**config.mk**
```make
export PLATFORM = sky130hd
export DESIGN_NAME = fetch_unit
export DESIGN_NICKNAME = d
export VERILOG_FILES = /design/src/rtl/rv_pkg.sv /design/src/rtl/fetch_buf.sv /design/src/rtl/fetch_unit.sv
export SDC_FILE = /design/constraint.sdc
export NUM_CORES = 1
export LEC_CHECK = 0
export ABC_AREA = 0
export BUFFER_PORTS_ARGS = -buffer_cell sky130_fd_sc_hd__buf_2
export CAP_MARGIN = 20
export CORE_MARGIN = 2
export CORE_UTILIZATION = 55
export DETAILED_ROUTE_END_ITERATION = 16
export PLACE_DENSITY = 0.81
export SLEW_MARGIN = 40
export SYNTH_ARGS = -nofsm -noshare
export SYNTH_HDL_FRONTEND = slang
export SYNTH_HIERARCHICAL = 1
export SYNTH_SLANG_ARGS = --single-unit
```
**constraint.sdc**
```tcl
create_clock -name clk -period 2.75 [get_ports clk]
set_clock_uncertainty 0.2 [all_clocks]
set_input_delay 0.55 -clock clk [delete_from_list [all_inputs] [get_ports clk]]
set_output_delay 0.55 -clock clk [all_outputs]
set_load 0.005 [all_outputs]
```
**src/rtl/rv_pkg.sv**
```systemverilog
// Shared core definitions: data widths, the canonical NOP encoding and the
// fetch stage state/entry types.
package rv_pkg;

    localparam int XLEN = 32;
    localparam logic [XLEN-1:0] NOP_INSTR = 32'h0000_0013;

    typedef enum logic [1:0] {
        ST_REQ   = 2'd0,
        ST_WAIT  = 2'd1,
        ST_DRAIN = 2'd2,
        ST_HOLD  = 2'd3
    } fetch_state_t;

    typedef struct packed {
        logic [XLEN-1:0] instr;
        logic [XLEN-1:0] pc;
    } fetch_entry_t;

endpackage

```
**src/rtl/fetch_buf.sv**
```systemverilog
// Decode-facing output register backed by a one-entry skid register, so a
// response that lands while decode is stalled is never lost.
module fetch_buf
    import rv_pkg::*;
(
    input  logic         clk,
    input  logic         areset,
    input  logic         push,
    input  fetch_entry_t push_entry,
    input  logic         pop,
    input  logic         flush,
    output logic         out_valid,
    output fetch_entry_t out_entry,
    output logic         sk_valid
);

    fetch_entry_t out_q;
    fetch_entry_t sk_q;
    logic         xfer;

    assign xfer      = out_valid && pop;
    assign out_entry = out_q;

    // The controller never pushes while the skid is occupied, so a push
    // either lands in the output register or fills an empty skid.
    always_ff @(posedge clk) begin
        if (areset) begin
            out_valid <= 1'b0;
            out_q     <= '{instr: NOP_INSTR, pc: '0};
            sk_valid  <= 1'b0;
            sk_q      <= '{instr: NOP_INSTR, pc: '0};
        end else if (flush) begin
            out_valid <= 1'b0;
            sk_valid  <= 1'b0;
        end else if (push && (!out_valid || xfer)) begin
            out_valid <= 1'b1;
            out_q     <= push_entry;
        end else if (push) begin
            sk_valid  <= 1'b1;
            sk_q      <= push_entry;
        end else if (xfer) begin
            out_valid <= sk_valid;
            sk_valid  <= 1'b0;
            if (sk_valid) begin
                out_q <= sk_q;
            end
        end
    end

endmodule

```
**src/rtl/fetch_unit.sv**
```systemverilog
// Instruction fetch stage: one outstanding imem request, PC advance on
// accept or branch flush, and a skid-buffered valid/ready path to decode.
module fetch_unit
    import rv_pkg::*;
(
    input  logic            clk,
    input  logic            areset,
    input  logic [XLEN-1:0] pc,
    output logic            pc_load,
    input  logic            flush,
    output logic            imem_req_valid,
    input  logic            imem_req_ready,
    output logic [XLEN-1:0] imem_addr,
    input  logic            imem_rsp_valid,
    input  logic [XLEN-1:0] imem_rsp_data,
    output logic            if_valid,
    output logic [XLEN-1:0] if_instr,
    output logic [XLEN-1:0] if_pc,
    input  logic            id_ready
);

    fetch_state_t    state;
    logic [XLEN-1:0] req_pc;
    logic            req_fire;
    logic            rsp_take;
    logic            out_free;
    logic            buf_valid;
    logic            sk_valid;
    fetch_entry_t    buf_entry;

    assign imem_req_valid = !areset && (state == ST_REQ) && !flush && !sk_valid;
    assign imem_addr      = pc;
    assign req_fire       = imem_req_valid && imem_req_ready;
    assign pc_load        = !areset && (req_fire || flush);

    // Responses only count in WAIT; in DRAIN they are swallowed and in any
    // other state they are strays from an abandoned request.
    assign rsp_take = !areset && !flush && (state == ST_WAIT) && imem_rsp_valid;
    assign out_free = !buf_valid || id_ready;

    always_ff @(posedge clk) begin
        if (areset) begin
            state  <= ST_REQ;
            req_pc <= '0;
        end else if (flush) begin
            state <= (state == ST_WAIT && !imem_rsp_valid) ? ST_DRAIN : ST_REQ;
        end else begin
            case (state)
                ST_REQ: begin
                    if (req_fire) begin
                        req_pc <= pc;
                        state  <= ST_WAIT;
                    end
                end
                ST_WAIT: begin
                    if (imem_rsp_valid) begin
                        state <= out_free ? ST_REQ : ST_HOLD;
                    end
                end
                ST_HOLD: begin
                    if (buf_valid && id_ready) begin
                        state <= ST_REQ;
                    end
                end
                ST_DRAIN: begin
                    if (imem_rsp_valid) begin
                        state <= ST_REQ;
                    end
                end
                default: state <= ST_REQ;
            endcase
        end
    end

    fetch_buf u_buf (
        .clk        (clk),
        .areset     (areset),
        .push       (rsp_take),
        .push_entry ('{instr: imem_rsp_data, pc: req_pc}),
        .pop        (id_ready),
        .flush      (flush),
        .out_valid  (buf_valid),
        .out_entry  (buf_entry),
        .sk_valid   (sk_valid)
    );

    assign if_valid = buf_valid;
    assign if_instr = buf_valid ? buf_entry.instr : NOP_INSTR;
    assign if_pc    = buf_entry.pc;

endmodule

```
==> flow_metrics.env <==
export IMPL_outcome="finished, final reports clean"
export IMPL_synthArstFlopShare=0
export IMPL_cpLargestDelayFamily="buffers and inverters"
export IMPL_synth_ff_type="dfxtp_1"
export IMPL_post_cts_buffers=0
export IMPL_holdBufCountCts=0
export IMPL_grt_max_degree=119
export IMPL_fin_area_mm2=0.00909
export IMPL_crit_required_ns=2.00
export IMPL_critPathLaunch="state[1]"
export IMPL_multi_input_area_mm2=0.00367
export IMPL_tightest_slew_ns=0.715
export IMPL_portBuffers=168
export IMPL_p_switching_mw=1.19
export IMPL_yosysWarnings=6
export IMPL_fill_cells=1159
export IMPL_syn_inst=890
export IMPL_drive_above_1_share=0.349
export IMPL_drc=0
export IMPL_switching_share=0.231
export IMPL_crit_type="reg2out"
export IMPL_setup_ws_ns=0.274
export IMPL_vias=6561
export IMPL_ys_ff_latch=164
export IMPL_power_density_mw_per_mm2=568
export IMPL_timing_final_crit_share=0.900
export IMPL_leakage_nw=3.43
export IMPL_track_usage=0.250
export IMPL_clk_pin_slew_worst_paths_ns=0.07
export IMPL_dp_cells=1141
export IMPL_cts_buffer_depth=2
export IMPL_post_place_ws_ns=0.251
export IMPL_period_minus_slack_ns=2.48
export IMPL_nets=1050
export IMPL_hold_path_class="in2reg"
export IMPL_synth_edff_count=0
export IMPL_place_area_mm2=0.00848
export IMPL_worst_path_max_delay_cell="dfxtp_1"
export IMPL_final_hold_viol_count=0
export IMPL_die_area_mm2=0.0152
export IMPL_syn_num_nets=960
export IMPL_dr_first_iter_drc_count=459
export IMPL_cts_made_buffers=17
export IMPL_whs_ns=0.167
export IMPL_slew_violations=0
export IMPL_cts_sinks=164
export IMPL_die_w_um=123
export IMPL_first_global_vias=6193
export IMPL_cts_root_buf="clkbuf_16"
export IMPL_core_area_mm2=0.0139
export IMPL_rsz0062_at_grt="no"
export IMPL_first_pass_iters=6
export IMPL_num_io_pins=169
export IMPL_place_congestion=0.757
export IMPL_rr_startpoint="state[1]"
export IMPL_setup_tns_ns=0
export IMPL_antenna_found_initial=1
export IMPL_wl_um=18800
export IMPL_cap_violations=0
export IMPL_stdcell_count=1174
export IMPL_cts_resized=0
export IMPL_cp_arrival_ns=1.73
export IMPL_synth_cell_types=36
export IMPL_worstSetupEndpointType="output port"
export IMPL_regArea_mm2=0.00328
export IMPL_slew_headroom=0.523
export IMPL_wl_per_cell_um=16.0
export IMPL_p_clk_frac=0.476
export IMPL_avgSynthCellArea_um2=8.79
export IMPL_fp_dieH_um=123
export IMPL_comb_power_share=0.056
export IMPL_p_int_mw=3.97
export IMPL_insertion_delay_ns=0.43
export IMPL_min_from="imem_rsp_data[8]"
export IMPL_cp_max_fo=33
export IMPL_worst_path_buf_inv=2
export IMPL_fp_row_count=43
export IMPL_seqPwrFrac=0.468
export IMPL_synth_area_mm2=0.00783
export IMPL_dpl_hpwl_um=11600
export IMPL_crit_chain="nor3_4 -> buf_4 -> a21oi_1 -> nor2_1 -> buf_2"
export IMPL_synth_seq_area_share=0.420
export IMPL_h_tree_depth=4
export IMPL_cpPeakStageDelay_ns=0.37
export IMPL_ant_nets=0
export IMPL_max_vdd_ir_drop_uv=431
export IMPL_area_growth_pct=16.2
export IMPL_max_freq_mhz=404
export IMPL_grt_pass1_wl_um=30000
export IMPL_vias_per_cell=5.59
export IMPL_grt_overflow_total=0
export IMPL_initial_core_util=0.564
export IMPL_cts_tree="built"
export IMPL_startpoint_type="register"
export IMPL_setup_viol=0
-- cells by family (layout without fill, tap and decap cells) --
logic type / Yosys count / in the layout / synth area share
other: 0 / 1 / 0
buffers and inverters: 179 / 282 / 0.119
AO/OA/AOI/OAI: 198 / 198 / 0.186
AND/OR/NAND/NOR: 284 / 284 / 0.183
multiplexers: 65 / 65 / 0.0929
flip-flops: 164 / 164 / 0.420
-- registers in the layout (all words and copies together) (netlist names) --
signal and flops:
u_buf/out_entry 64, state 2, u_buf/sk_valid 1, u_buf/out_valid 1
u_buf/sk_q 64, req_pc 32
-- final timing paths --
check,end,slack [ns],cells past startpoint
setup / recovery,pc_load,0.27,5
hold / removal,u_buf/sk_q[40],0.17,3
setup reg to reg,u_buf/out_entry[54],0.54,6
hold reg to reg,u_buf/sk_q[14],0.25,2
-- Yosys cell counts, drive strengths merged, types with 29 or more instances --
| library cell | instances | area, um^2 |
|---|---|---|
| nand3 | 33 | 165 |
| and2 | 29 | 181 |
| clkbuf | 42 | 158 |
| nor4 | 61 | 382 |
| dfxtp | 164 | 3280 |
| o21ai | 34 | 178 |
| nand2 | 130 | 488 |
| a211oi | 65 | 773 |
| mux2 | 61 | 687 |
| a21oi | 97 | 489 |
| buf | 75 | 541 |
| inv | 62 | 233 |
-- cell usage in the layout (no fill, tap or decap), types with 2 or more instances in the layout --
cell type,synthesis,final
nor2_1,5,5
nand2_1,130,130
clkinv_2,0,2
mux2_2,59,59
mux2_1,2,2
clkinvlp_4,0,2
inv_6,0,4
dfxtp_1,164,164
clkbuf_16,0,17
a211oi_1,8,8
nor4_1,61,61
nand2b_1,5,5
o21ai_2,2,2
o21ai_1,28,28
nor3_1,2,2
buf_12,0,5
inv_1,62,62
clkinv_4,0,3
nand3_1,33,33
bufinv_16,0,3
nand3b_1,3,3
a211oi_2,57,57
and2_1,29,29
nor2b_1,7,6
buf_2,18,167
mux2i_1,4,4
a21oi_1,96,96
o21ai_0,4,4
buf_4,35,15
-- metrics by stage --
step / power (mW) / utilization
6_report: 5.16 / 0.655
5_1_grt: 5.33 / 0.655
4_1_cts: 5.19 / 0.655
3_5_place_dp: 2.76 / 0.611
3_3_place_gp: 2.75 / 0.611
2_1_floorplan: 2.66 / -
-- tightest hold or removal path: cells and delay by family --
kind / cells / cell delay, ns
AOI/OAI and AO/OA: 1 / 0.05
buffers and inverters: 1 / 0.10
and+or+nand+nor: 1 / 0.05
-- area by class of cell --
cell class | instances | share of cell area
Sequential cell | 164 | 0.361
Tap cell | 180 | 0.0248
Multi-Input combinational cell | 547 | 0.404
Antenna cell | 1 | 0.000275
Inverter | 62 | 0.0256
Clock buffer | 18 | 0.0483
Clock inverter | 14 | 0.0194
Timing Repair Buffer | 188 | 0.117
-- metal layers --
layer	vias up	GRT usage	share of wire
li1	3232	-	-
met1	3084	0.308	0.44
met2	222	0.436	0.49
met3	23	0.0604	0.063
met4	0	0.0689	0.012
met5	-	0	0
-- power by group through the flow --
stage                     combinational (mW)  sequential, mW  clock [mW]
after floorplan                        0.199            2.46           0
after global placement                 0.284            2.47           0
after detailed placement               0.287            2.47           0
after CTS                              0.289            2.42        2.49
after global routing                   0.315            2.42        2.60
final                                  0.290            2.42        2.46
(Power assumes the default switching activity.)
